**src/rtl/vend_txn_if.sv**
```systemverilog
// vend_txn_if: coin, selection, dispense and payout signals of the vending sequencer
interface vend_txn_if #(parameter int CREDIT_W = 7);
  logic                coin_valid;
  logic [CREDIT_W-1:0] coin_value;
  logic                sel_valid;
  logic [2:0]          sel;
  logic                cancel;
  logic                drink_req;
  logic [2:0]          drink_code;
  logic                drink_ack;
  logic                pay_valid;
  logic [CREDIT_W-1:0] pay_coin;
  logic                pay_ready;
  logic                coin_reject;
  logic                insufficient;
  logic [CREDIT_W-1:0] credit;
  logic                busy;
  logic                vend_done;
  logic                refund_done;
  modport master (
    output coin_valid, coin_value, sel_valid, sel, cancel, drink_ack, pay_ready,
    input  drink_req, drink_code, pay_valid, pay_coin, coin_reject, insufficient, credit, busy, vend_done, refund_done
  );
  modport slave (
    input  coin_valid, coin_value, sel_valid, sel, cancel, drink_ack, pay_ready,
    output drink_req, drink_code, pay_valid, pay_coin, coin_reject, insufficient, credit, busy, vend_done, refund_done
  );
endinterface

```
**src/rtl/vend_txn_controller.sv**
```systemverilog
// vend_txn_controller: coin credit, drink vend handshake and greedy change/refund payout
module vend_txn_controller #(
  parameter int CREDIT_W   = 7,
  parameter int MAX_CREDIT = 99,
  parameter int PRICE_TEA  = 10,
  parameter int PRICE_COKE = 15,
  parameter int PRICE_COFF = 20,
  parameter int PRICE_MILK = 25
) (
  input logic       clk,
  input logic       reset,
  vend_txn_if.slave bus
);
  typedef enum logic [1:0] {IDLE, VEND, CHANGE, DONE} state_t;
  typedef logic [CREDIT_W-1:0] val_t;
  typedef logic [CREDIT_W:0]   sum_t;
  state_t     state, state_n;
  val_t       credit, credit_n, pay_coin, pay_coin_n;
  logic [2:0] drink_code, drink_code_n;
  logic       drink_req, pay_valid, coin_reject, insufficient, vend_done, refund_done, busy, mark;
  logic       drink_req_n, pay_valid_n, coin_reject_n, insufficient_n, vend_done_n, refund_done_n, busy_n, mark_n;
  logic       idle, do_cancel, coin_ok, sel_known, do_sel, acked, paid;
  val_t       sel_price, cur_price, next_coin;
  sum_t       coin_sum;

  function automatic val_t price_of(input logic [2:0] c);
    return c == 3'd1 ? val_t'(PRICE_TEA) : c == 3'd2 ? val_t'(PRICE_COKE) :
           c == 3'd3 ? val_t'(PRICE_COFF) : val_t'(PRICE_MILK);
  endfunction

  assign idle      = state == IDLE;
  assign do_cancel = idle && bus.cancel && credit != '0;
  assign coin_sum  = {1'b0, credit} + {1'b0, bus.coin_value};
  assign coin_ok   = (bus.coin_value == val_t'(1) || bus.coin_value == val_t'(5) ||
                      bus.coin_value == val_t'(10) || bus.coin_value == val_t'(50)) &&
                     coin_sum <= sum_t'(MAX_CREDIT);
  assign sel_known = bus.sel >= 3'd1 && bus.sel <= 3'd4;
  assign sel_price = price_of(bus.sel);
  assign do_sel    = idle && !do_cancel && !bus.coin_valid && bus.sel_valid && sel_known && sel_price <= credit;
  assign cur_price = price_of(drink_code);
  assign acked     = drink_req && bus.drink_ack;
  assign paid      = pay_valid && bus.pay_ready;
  assign next_coin = credit >= val_t'(50) ? val_t'(50) : credit >= val_t'(10) ? val_t'(10) :
                     credit >= val_t'(5) ? val_t'(5) : val_t'(1);

  // state register and registered outputs
  always_ff @(posedge clk) begin
    if (reset) begin
      state        <= IDLE;
      credit       <= '0;
      pay_coin     <= '0;
      drink_code   <= '0;
      drink_req    <= 1'b0;
      pay_valid    <= 1'b0;
      coin_reject  <= 1'b0;
      insufficient <= 1'b0;
      vend_done    <= 1'b0;
      refund_done  <= 1'b0;
      busy         <= 1'b0;
      mark         <= 1'b0;
    end else begin
      state        <= state_n;
      credit       <= credit_n;
      pay_coin     <= pay_coin_n;
      drink_code   <= drink_code_n;
      drink_req    <= drink_req_n;
      pay_valid    <= pay_valid_n;
      coin_reject  <= coin_reject_n;
      insufficient <= insufficient_n;
      vend_done    <= vend_done_n;
      refund_done  <= refund_done_n;
      busy         <= busy_n;
      mark         <= mark_n;
    end
  end

  // transaction sequencing: cancel beats coin beats selection while idle
  always_comb begin
    state_n = state;
    case (state)
      IDLE:    state_n = do_cancel ? CHANGE : do_sel ? VEND : IDLE;
      VEND:    state_n = !acked ? VEND : credit == cur_price ? DONE : CHANGE;
      CHANGE:  state_n = paid && credit == pay_coin ? DONE : CHANGE;
      default: state_n = IDLE;
    endcase
  end

  // next values of credit and outputs; payout alternates present/accept so coins are separated by a gap
  always_comb begin
    credit_n       = (idle && !do_cancel && bus.coin_valid && coin_ok) ? coin_sum[CREDIT_W-1:0] :
                     acked ? credit - cur_price : paid ? credit - pay_coin : credit;
    coin_reject_n  = bus.coin_valid && !(idle && !do_cancel && coin_ok);
    insufficient_n = idle && !do_cancel && !bus.coin_valid && bus.sel_valid && sel_known && sel_price > credit;
    drink_req_n    = state_n == VEND;
    drink_code_n   = do_sel ? bus.sel : drink_code;
    pay_valid_n    = state == CHANGE && (!pay_valid || !bus.pay_ready);
    pay_coin_n     = (state == CHANGE && !pay_valid) ? next_coin : pay_coin;
    mark_n         = do_cancel ? 1'b0 : do_sel ? 1'b1 : mark;
    vend_done_n    = state_n == DONE && mark_n;
    refund_done_n  = state_n == DONE && !mark_n;
    busy_n         = state_n != IDLE;
  end

  assign bus.credit       = credit;
  assign bus.pay_coin     = pay_coin;
  assign bus.drink_code   = drink_code;
  assign bus.drink_req    = drink_req;
  assign bus.pay_valid    = pay_valid;
  assign bus.coin_reject  = coin_reject;
  assign bus.insufficient = insufficient;
  assign bus.vend_done    = vend_done;
  assign bus.refund_done  = refund_done;
  assign bus.busy         = busy;
endmodule

```
**src/flat_wrapper.sv**
```systemverilog
// flat-port wrapper written by rule: the top's interface ports become plain ports
module vend_txn_controller_flat 
#(
  parameter int CREDIT_W   = 7,
  parameter int MAX_CREDIT = 99,
  parameter int PRICE_TEA  = 10,
  parameter int PRICE_COKE = 15,
  parameter int PRICE_COFF = 20,
  parameter int PRICE_MILK = 25
)
  (clk, reset, bus_coin_valid, bus_coin_value, bus_sel_valid, bus_sel, bus_cancel, bus_drink_ack, bus_pay_ready, bus_drink_req, bus_drink_code, bus_pay_valid, bus_pay_coin, bus_coin_reject, bus_insufficient, bus_credit, bus_busy, bus_vend_done, bus_refund_done);
  vend_txn_if #(.CREDIT_W(CREDIT_W)) bus_i ();
  input logic clk;
  input logic reset;
  input wire logic [$bits(bus_i.coin_valid)-1:0] bus_coin_valid;
  input wire logic [$bits(bus_i.coin_value)-1:0] bus_coin_value;
  input wire logic [$bits(bus_i.sel_valid)-1:0] bus_sel_valid;
  input wire logic [$bits(bus_i.sel)-1:0] bus_sel;
  input wire logic [$bits(bus_i.cancel)-1:0] bus_cancel;
  input wire logic [$bits(bus_i.drink_ack)-1:0] bus_drink_ack;
  input wire logic [$bits(bus_i.pay_ready)-1:0] bus_pay_ready;
  output wire logic [$bits(bus_i.drink_req)-1:0] bus_drink_req;
  output wire logic [$bits(bus_i.drink_code)-1:0] bus_drink_code;
  output wire logic [$bits(bus_i.pay_valid)-1:0] bus_pay_valid;
  output wire logic [$bits(bus_i.pay_coin)-1:0] bus_pay_coin;
  output wire logic [$bits(bus_i.coin_reject)-1:0] bus_coin_reject;
  output wire logic [$bits(bus_i.insufficient)-1:0] bus_insufficient;
  output wire logic [$bits(bus_i.credit)-1:0] bus_credit;
  output wire logic [$bits(bus_i.busy)-1:0] bus_busy;
  output wire logic [$bits(bus_i.vend_done)-1:0] bus_vend_done;
  output wire logic [$bits(bus_i.refund_done)-1:0] bus_refund_done;
  assign bus_i.coin_valid = bus_coin_valid;
  assign bus_i.coin_value = bus_coin_value;
  assign bus_i.sel_valid = bus_sel_valid;
  assign bus_i.sel = bus_sel;
  assign bus_i.cancel = bus_cancel;
  assign bus_i.drink_ack = bus_drink_ack;
  assign bus_i.pay_ready = bus_pay_ready;
  assign bus_drink_req = bus_i.drink_req;
  assign bus_drink_code = bus_i.drink_code;
  assign bus_pay_valid = bus_i.pay_valid;
  assign bus_pay_coin = bus_i.pay_coin;
  assign bus_coin_reject = bus_i.coin_reject;
  assign bus_insufficient = bus_i.insufficient;
  assign bus_credit = bus_i.credit;
  assign bus_busy = bus_i.busy;
  assign bus_vend_done = bus_i.vend_done;
  assign bus_refund_done = bus_i.refund_done;
  vend_txn_controller #(.CREDIT_W(CREDIT_W), .MAX_CREDIT(MAX_CREDIT), .PRICE_TEA(PRICE_TEA), .PRICE_COKE(PRICE_COKE), .PRICE_COFF(PRICE_COFF), .PRICE_MILK(PRICE_MILK)) u_core (.clk(clk), .reset(reset), .bus(bus_i));
endmodule
```
**config.mk**
```make
export PLATFORM = sky130hd
export DESIGN_NAME = vend_txn_controller_flat
export DESIGN_NICKNAME = d
export VERILOG_FILES = /design/src/rtl/vend_txn_if.sv /design/src/rtl/vend_txn_controller.sv /design/src/flat_wrapper.sv
export SDC_FILE = /design/constraint.sdc
export NUM_CORES = 1
export LEC_CHECK = 0
export ABC_AREA = 1
export CORE_MARGIN = 2
export CORE_UTILIZATION = 30
export CTS_BUF_LIST = sky130_fd_sc_hd__clkbuf_8
export CTS_CLUSTER_DIAMETER = 30
export CTS_CLUSTER_SIZE = 8
export DETAILED_ROUTE_END_ITERATION = 12
export GPL_ROUTABILITY_DRIVEN = 1
export PLACE_DENSITY_LB_ADDON = 0.15
export SLEW_MARGIN = 5
export SYNTH_ARGS = -nofsm -noshare
export SYNTH_HDL_FRONTEND = slang
export SYNTH_SLANG_ARGS = --single-unit
```
**constraint.sdc**
```tcl
create_clock -name clk -period 3.31 [get_ports clk]
set_input_delay 0.993 -clock clk [delete_from_list [all_inputs] [get_ports clk]]
set_output_delay 0.993 -clock clk [all_outputs]
set_load 0.05 [all_outputs]
```
Word level (Yosys, flattened, before mapping)

Cells that the tools add are included.

$add $sub $neg: 3
$lt $le $gt $ge: 8
Eq/ne operators: 16
Multiplexer cells: 20
Reduce and logical (&&, ||, !) cells: 35

Operators by type and width:

| kind                 | count |
|---|---|
| $mux W7              | 9 |
| $logic_and A1 B1 Y1  | 21 |
| $eq A7 B7 Y1         | 2 |
| $sub A7 B7 Y7        | 2 |
| $eq A3 B2 Y1 const B | 4 |
| $add A7 B7 Y8        | 1 |
| $le A8 B7 Y1 const B | 1 |
| $mux W4              | 2 |
| $eq A7 B1 Y1 const B | 1 |
| $eq A7 B3 Y1 const B | 1 |
| $eq A7 B4 Y1 const B | 1 |
| $eq A7 B6 Y1 const B | 1 |
| $ge A7 B3 Y1 const B | 1 |
| $ge A7 B4 Y1 const B | 1 |
| $ge A7 B6 Y1 const B | 1 |
| $gt A7 B7 Y1         | 1 |
| $le A7 B7 Y1         | 1 |
| $reduce_bool A7 Y1   | 1 |
| $eq A3 B1 Y1 const B | 2 |
| $logic_not A1 Y1     | 6 |
| $pmux W2 S3          | 1 |
| $mux W1              | 5 |
| $eq A2 B1 Y1 const B | 2 |
| $eq A2 B2 Y1 const B | 2 |
| other kinds (8)      | 12 |

Flip-flop bits (word level): 27
Input port bits: 17
Output and inout port bits: 24
Word-level logic and storage cells: 94

Longest topological paths before layout

Gate-level depths: netlist (run 1).

Depth in word-level cells: 14
Depth in mapped cells: 17
Gate-level depth less buffers: 16

Worst setup path before layout (run 1)

No wires, ideal clock.

Path type: in2reg
From: input bus_coin_value[0]
To: register u_core.credit[0], in the netlist u_core.bus.credit[0]
Library setup time: 110 ps
Arrival: 2545 ps
Data required time: 3200 ps
Path slack: 655 ps
Stages: 16
Buffers on the path: 1
Cells stage by stage: ha_1 inv_1 fa_1 inv_1 nand2_1 nand2_1 nand3_1 nand2_1 nand3_1 nand3_4 nand3_4 buf_6 nand2_1 nand2_1 inv_1 nor2_1

Cells in the longest elaborated chain, start to end: 7
Elaborated cells between the ends (all ways): 13
Those cells by class: add/sub (1); order compare (1); eq/ne (4); mux (1); reduce/logical (6)

RTL lines:

| item                                                  | line                      | source |
|---|---|---|
| from (decl)                                           | flat_wrapper.sv:16        | `input wire logic [$bits(bus_i.coin_value)-1:0] bus_coin_value;` |
| branches (longest 7 deep; another with $add A7 B7 Y8) | n/a                       |  |
| to (signal assigned)                                  | vend_txn_controller.sv:63 | `credit <= credit_n;` |
| to (decl)                                             | vend_txn_controller.sv:18 | `val_t credit, credit_n, pay_coin, pay_coin_n;` |

Several ways; the timed one is not identified.
A chain may end at the register's enable or synchronous reset.

Worst setup path after layout (run 1)

From: input bus_coin_value[0]
To: register u_core.credit[5], in the netlist u_core.bus.credit[5]

The elaborated chain is that of the path after synthesis.

==> summary.txt, run 1 <==
Final layout
  • Leading cell types in the layout, fill and taps excluded: nand2_1 (103), inv_1 (65), clkdlybuf4s50_1 (39)
  • Area added between synthesis and finish: 24.05%
  • Number of nets in the layout: 473
  • Filler cell count: 851
  • Most common cell after layout, fill and taps aside: nand2_1
  • Fraction of layout instances using a drive strength above 1: 0.06760
  • Antenna cell count: 0

CTS
  • CTS HTree Levels: 1
  • Max Buffers Root-to-Sink: 2
  • Insertion delay to the later sink of the worst-skew pair: around 0.28 ns
  • Number of sinks handled by clock tree synthesis: 25
  • Number of CTS-inserted buffers: 3
  • Count of instances resized after the clock tree is built: 0
  • Buffer count from post-CTS setup fixing: 0
  • CTS Hold Buffers Added: 0
  • TritonCTS clock tree: built
  • Root Driver: clkbuf_8
  • Clock transition time at the flip-flop clock pins of the worst setup and hold paths: 0.10 ns

GRT
  • Combined global-route utilization of all metal layers: 0.1652
  • Maximum number of pins on one net before global-route repair: 17
  • Total congestion overflow: 0
  • Antenna violations before repair: 0
  • Vias in the first global route: 2408
  • First-pass GRT wire length: between 10000 and 15000 microns

Power
  • Logic gate share of total power: 0.696
  • Total power per unit cell area: 693.4 mW/mm^2
  • Cell Int Power: 0.9505 mW
  • Max rail drop VDD: between 0.2 and 0.3 mV
  • Sequential share of power: 0.207
  • Sw Share: 0.5393
  • Power, Total: 2.063 mW
  • P_leak: 1.494 nW
  • Part of the power in the clock network: 0.096
  • Total net switching power: about 1.1 mW

STA
  • Setup repair after global routing missed its margin: false
  • Final TNS setup: 0 ns
  • Post-route clock skew: 0.006863 ns
  • Total count of max-transition violations in the final report: 0
  • Hold Vio Cnt, Final: 0
  • Transition time at the pin with the least slew margin: 0.5158 ns
  • Final Cycle Share: 0.9112
  • Final setup violating endpoints: 0
  • Slew Limit Headroom: 0.6557
  • Achievable Freq: 331.6 MHz
  • Fin Hold WS: about 0.49 ns
  • Final critical-path setup slack: between 0.2 and 0.3 ns
  • Final critical path time including I/O delays and setup: 3.016 ns

Worst hold path
  • Hold worst-path end: u_core.bus.pay_coin[3]$_SDFFE_PP0P_
  • Class of the worst hold path: flip-flop to flip-flop
  • Min-delay src: u_core.bus.pay_coin[3]$_SDFFE_PP0P_
  • WHS Path Cells: 2

Worst setup path
  • Data arrival time of the worst path: 3.20 ns
  • Critical-path cell with the highest stage delay: clkdlybuf4s50_1
  • Sort of element at the start of the critical path: input pin
  • Kind of critical path: input pin to flip-flop
  • Critical-path maximum fanout: 13
  • Data required time of the critical path: 3.49 ns
  • Maximum cell stage delay along the critical path: between 0.4 and 0.5 ns
  • Setup slack, reg-to-reg: ~0.92 ns
  • Count of buffer and inverter cells on the critical path: 3
  • Worst R2R End: u_core.bus.credit[5]$_SDFFE_PP0P_
  • Worst reg2reg path startpoint: u_core.bus.credit[1]$_SDFFE_PP0P_
  • Cell with the most instances on the worst path: nand2_1
  • Critical Path Sink Type: flip-flop
  • Critical path's top delay family: simple AND/OR/NAND/NOR gates
  • Cells on worst reg2reg path: 14
  • Worst-path cell chain: clkdlybuf4s50_1, ha_1, inv_1, fa_1, inv_1, nand2_1, nand2_1, nand3_1, nand2_1, nand3_1, nand3_4, nand3_4, nand2_1, nand2_1, nor2_1, nor2_1

Placed design
  • Sum of net half-perimeters after detailed placement: 5561 microns
  • RePlAce Congestion: 0.9120
  • Total of buffers placed on input and output ports: 39
  • Pre-CTS WS: 0.01578 ns

Yosys
  • Number of warnings printed during yosys synthesis: 0
  • Post-synth EDFFs: 0
  • Yosys top cell area share: 0.2087
  • Post-synthesis instance area: 0.002399 sq mm
  • #FFs+latches synth: 25
  • Post-synthesis cell count: 385
  • Number of nets produced by synthesis: 428
  • Average cell area after synthesis: just over 6 sq um
  • Netlist cell types: 33
  • Synth area leaders: dfxtp_1 (21%), nand2_1 (16%), ha_1 (12%)
  • Predominant post-synthesis flop cell: dfxtp_1
  • Portion of the post-synthesis area used by sequential elements: 0.2087
  • Share of synthesized registers carrying an async set or reset: 0
  • Dominant cell type by area after synthesis: dfxtp_1

Drt
  • Number of DRC markers after the initial detailed-route iteration: 186
  • Routed via count divided by cell count: between 4 and 5
  • Number of detailed-routing iterations run before antenna repair: 4
  • Detailed-route via count: roughly 2500
  • Routed Wire Length: 6673 microns
  • Number of DRC violations after detailed routing: 0
  • Routed Antenna Nets: 0
  • Wire length per cell: roughly 13 microns

Floorplanning
  • Area of the placeable core: 0.007727 sq mm
  • Site Rows: 32
  • Boundary Pins: 41
  • Initial Util: 0.3104
  • Chip Height: 93.42 microns
  • Die Footprint: 0.008726 sq mm
  • Width of the chip: 93.42 microns

Flow run
  • Max capacitance violation total: 0

Outcome
  • Status: finished, final reports clean
-- worst reg2reg max path, delay by kind of cell (launching register included) --
kind | cells | cell delay (ns)
flops | 1 | 0.56
simple gates | 11 | 1.01
fa+ha+maj | 1 | 0.47
buf+inv | 2 | 0.26
-- area by class of cell --
type	count	area, sq um	share of cell area
clock inverters	1	7.507	0.002523
repair buffers	45	435.4	0.1463
well taps	102	127.6	0.04289
flip-flops and latches	25	500.5	0.1682
multi-input cells	287	1608	0.5404
inverters	68	255.2	0.08579
clock buffers	3	41.29	0.01388
-- power groups by stage --
stage / clock (mW) / sequential [mW] / combinational (mW)
floorplan: 0 / 0.585 / 0.904
finish: 0.198 / 0.428 / 1.44
CTS: 0.210 / 0.430 / 1.44
global placement: 0 / 0.437 / 1.43
detailed placement: 0 / 0.437 / 1.44
global route: 0.221 / 0.439 / 1.62
-- cells by family after synthesis --
group,synth area share
xor gates and xnor gates,0.01096
AOI/OAI and AO/OA,0.1054
DFF,0.2087
and+or+nand+nor,0.4074
adders and majority gates,0.1450
buffers and inverters,0.1210
other,0.001563
-- worst max-delay path by stage --
| stage | from | cells after the start | end | slack (ns) |
|---|---|---|---|---|
| after CTS | bus_coin_value[0] | 16 | u_core.bus.credit[5]$_SDFFE_PP0P_ | 0.32 |
| after global placement | bus_sel[1] | 16 | u_core.bus.busy$_SDFF_PP0_ | 0.09 |
| final | bus_coin_value[0] | 16 | u_core.bus.credit[5]$_SDFFE_PP0P_ | 0.29 |
| after global routing | bus_sel[1] | 16 | u_core.bus.busy$_SDFF_PP0_ | 0.04 |
| after floorplan | bus_coin_value[0] | 16 | u_core.bus.credit[0]$_SDFFE_PP0P_ | 0.65 |
| after detailed placement | bus_coin_value[0] | 16 | u_core.bus.credit[5]$_SDFFE_PP0P_ | 0.02 |
-- synthesized netlist by cell type (all sizes together) (4+ instances only) --
library cell	number
buf	4
dfxtp	25
nand3	32
nand4	17
o21ai	17
nor2	38
ha	23
nor3	5
nand2	109
inv	68
a21oi	26
-- sequential cells by signal, summed over array words and instances, names as in the netlist --
register                 count
u_core.bus.coin_reject       1
u_core.bus.refund_done       1
u_core.bus.drink_code        3
u_core.bus.busy              1
u_core.bus.pay_valid         1
u_core.bus.vend_done         1
u_core.bus.drink_req         1
u_core.mark                  1
u_core.bus.insufficient      1
u_core.bus.pay_coin          5
u_core.state                 2
u_core.bus.credit            7
-- metrics by stage --
step	utilization	cell area, sq um	cells
global placement	0.3787	2927	527
floorplan	-	2399	385
global route	0.3850	2975	531
CTS	0.3850	2975	531
finish	0.3850	2975	531
detailed placement	0.3787	2927	527
-- per-layer routing --
| metal | global-route usage | share of wire |
|---|---|---|
| met3 | 0.01773 | 0.040 |
| met2 | 0.2632 | 0.44 |
| met4 | 0.04779 | 0.017 |
| met1 | 0.2346 | 0.50 |
| met5 | 0 | 0 |
(Power assumes the default switching activity.)
==> run 2: changes to the inputs <==
- clock period: 3.31 -> 3.45 ns (I/O delays scaled with it)
==> run 2 against run 1 <==
Compared with the run above: cell count shrank 0.19%; clock skew is essentially flat; critical endpoint unchanged; critical path type unchanged; clock-buffer cell count is the same.
==> summary.txt, run 2 (synthesis results as in run 1) <==
Drt
  • Number of DRC violations after detailed routing: 0 (unchanged)
  • Number of detailed-routing iterations run before antenna repair: 4 (unchanged)
  • Number of DRC markers after the initial detailed-route iteration: 169 (-9.1%)
  • Routed via count divided by cell count: 4.591 (-2.4%)
  • Wire length per cell: 12.30 microns (-2.1%)
  • Routed Wire Length: 6520 microns (-2.3%)
  • Detailed-route via count: 2433 (-2.6%)
  • Routed Antenna Nets: 0 (unchanged)

Floorplanning
  • Width of the chip: 93.42 microns (unchanged)
  • Chip Height: 93.42 microns (unchanged)
  • Site Rows: 32 (unchanged)
  • Die Footprint: 0.008726 sq mm (unchanged)
  • Area of the placeable core: 0.007727 sq mm (unchanged)
  • Boundary Pins: 41 (unchanged)
  • Initial Util: 0.3104 (unchanged)

CTS
  • Buffer count from post-CTS setup fixing: 0 (unchanged)
  • Root Driver: clkbuf_8
  • Clock transition time at the flip-flop clock pins of the worst setup and hold paths: 0.10 ns (about the same)
  • CTS Hold Buffers Added: 0 (unchanged)
  • Max Buffers Root-to-Sink: 2 (unchanged)
  • Count of instances resized after the clock tree is built: 0 (unchanged)
  • TritonCTS clock tree: built
  • Insertion delay to the later sink of the worst-skew pair: 0.28 ns (about the same)
  • CTS HTree Levels: 1 (unchanged)
  • Number of CTS-inserted buffers: 3 (unchanged)
  • Number of sinks handled by clock tree synthesis: 25 (unchanged)

GRT
  • First-pass GRT wire length: 10940 microns (-4.5%)
  • Combined global-route utilization of all metal layers: 0.1550 (-0.01025)
  • Total congestion overflow: 0 (unchanged)
  • Vias in the first global route: 2212 (-8.1%)
  • Maximum number of pins on one net before global-route repair: 17 (unchanged)
  • Antenna violations before repair: 0 (unchanged)

STA
  • Slew Limit Headroom: 0.6579 (+0.002136)
  • Final TNS setup: 0 ns (unchanged)
  • Achievable Freq: ~320 MHz
  • Total count of max-transition violations in the final report: 0 (unchanged)
  • Hold Vio Cnt, Final: 0 (unchanged)
  • Final Cycle Share: 0.8993
  • Post-route clock skew: 0.007351 ns (+0.0004877 ns)
  • Final critical path time including I/O delays and setup: around 3.1 ns
  • Transition time at the pin with the least slew margin: 0.5126 ns (-0.003201 ns)
  • Setup repair after global routing missed its margin: false
  • Final setup violating endpoints: 0 (unchanged)

Final layout
  • Antenna cell count: 0 (unchanged)
  • Leading cell types in the layout, fill and taps excluded: nand2_1 (103), inv_1 (65), clkdlybuf4s50_1 (39)
  • Largest register FFs: 7 (unchanged)
  • Fraction of layout instances using a drive strength above 1: 0.06542 (-0.002179)
  • Number of nets in the layout: 472 (-0.21%)
  • Largest registers: u_core.bus.credit (7), u_core.bus.pay_coin (5), u_core.bus.drink_code (3)
  • Register bank with the most flops: u_core.bus.credit
  • Area added between synthesis and finish: 23.79%
  • Most common cell after layout, fill and taps aside: nand2_1

Worst hold path
  • WHS Path Cells: 2 (unchanged)
  • Class of the worst hold path: flip-flop to flip-flop

Outcome
  • Status: finished, final reports clean

Power
  • P_leak: 1.493 nW (about the same)
  • Max rail drop VDD: 0.2839 mV (+9.6%)
  • Power, Total: 1.964 mW (-4.8%)
  • Total power per unit cell area: 661.4 mW/mm^2 (-4.6%)

Worst setup path
  • Cells on worst reg2reg path: 14 (unchanged)
  • Critical Path Sink Type: flip-flop
  • Critical-path maximum fanout: 13 (unchanged)
  • Sort of element at the start of the critical path: input pin
  • Data required time of the critical path: 3.63 ns (+0.14 ns)
  • Data arrival time of the worst path: 3.28 ns (+0.08 ns)
  • Kind of critical path: input pin to flip-flop

Placed design
  • RePlAce Congestion: 0.8990 (-1.4%)
  • Sum of net half-perimeters after detailed placement: 5394 microns (-3.0%)
  • Total of buffers placed on input and output ports: 39 (unchanged)

Flow run
  • Max capacitance violation total: 0 (unchanged)
==> run 2: cell count changes in the layout (fill, tap and decap cells not counted), sizes merged <==
cell      delta
buf          -1
clkinvlp     -1
inv          +1
==> run 2: worst paths after layout <==
check                                      start                             endpoint  slack [ns]
min          u_core.bus.pay_coin[0]$_SDFFE_PP0P_  u_core.bus.pay_coin[0]$_SDFFE_PP0P_        0.49
max                            bus_coin_value[0]    u_core.bus.credit[5]$_SDFFE_PP0P_        0.35
min reg2reg  u_core.bus.pay_coin[0]$_SDFFE_PP0P_  u_core.bus.pay_coin[0]$_SDFFE_PP0P_        0.49
max reg2reg    u_core.bus.credit[1]$_SDFFE_PP0P_    u_core.bus.credit[5]$_SDFFE_PP0P_        1.09
==> run 2: metrics by stage <==
step	instances	setup WS (ns)	hold WS (ns)	util	area [sq um]
after floorplan	385	0.7529	0.4841	-	2399
after global placement	526	0.1246	0.4711	0.3778	2919
after detailed placement	526	0.05505	0.4725	0.3778	2919
after CTS	530	0.3566	0.4929	0.3842	2969
after global routing	530	0.07042	0.5170	0.3842	2969
final	530	0.3474	0.4856	0.3842	2969
==> run 2: layout make-up <==
| cell class | instances | area [sq um] |
|---|---|---|
| clock buffers | 3 | 41.29 |
| clock inverters | 1 | 8.758 |
| fillers | 855 | 4758 |
| inverters | 68 | 255.2 |
| multi-input cells | 287 | 1608 |
| flip-flops and latches | 25 | 500.5 |
| well taps | 102 | 127.6 |
| repair buffers | 44 | 427.9 |
==> run 2: critical path: stages <==
cell and delay [ns]:
clkdlybuf4s50_1 0.51, ha_1 0.23, inv_1 0.07, fa_1 0.38
inv_1 0.09, nand2_1 0.06, nand2_1 0.08, nand3_1 0.06
nand2_1 0.09, nand3_1 0.11, nand3_4 0.11, nand3_4 0.13
nand2_1 0.13, nand2_1 0.06, nor2_1 0.08, nor2_1 0.04
==> run 2: routing by layer <==
| layer | up-vias | GRT usage | routed length, microns | part of all wire |
|---|---|---|---|---|
| met5 | - | 0 | 0 | 0 |
| met4 | 0 | 0.02206 | 33 | 0.0051 |
| met3 | 2 | 0.02820 | 266 | 0.041 |
| met2 | 46 | 0.2398 | 2815 | 0.43 |
| met1 | 1055 | 0.2278 | 3404 | 0.52 |
| li1 | 1330 | - | - | - |
==> run 2: report_power, final <==
| part | total, mW | switching [mW] | internal, mW |
|---|---|---|---|
| combinational | 1.36 | 0.874 | 0.481 |
| clock | 0.193 | 0.108 | 0.0850 |
| sequential | 0.415 | 0.0718 | 0.344 |
| total | 1.96 | 1.05 | 0.910 |
==> run 3: changes to the inputs <==
- CTS_CLUSTER_SIZE: 8 -> 28
==> results of run 3 <==
The final DEF is identical to that of run 2; final timing and power are the same.
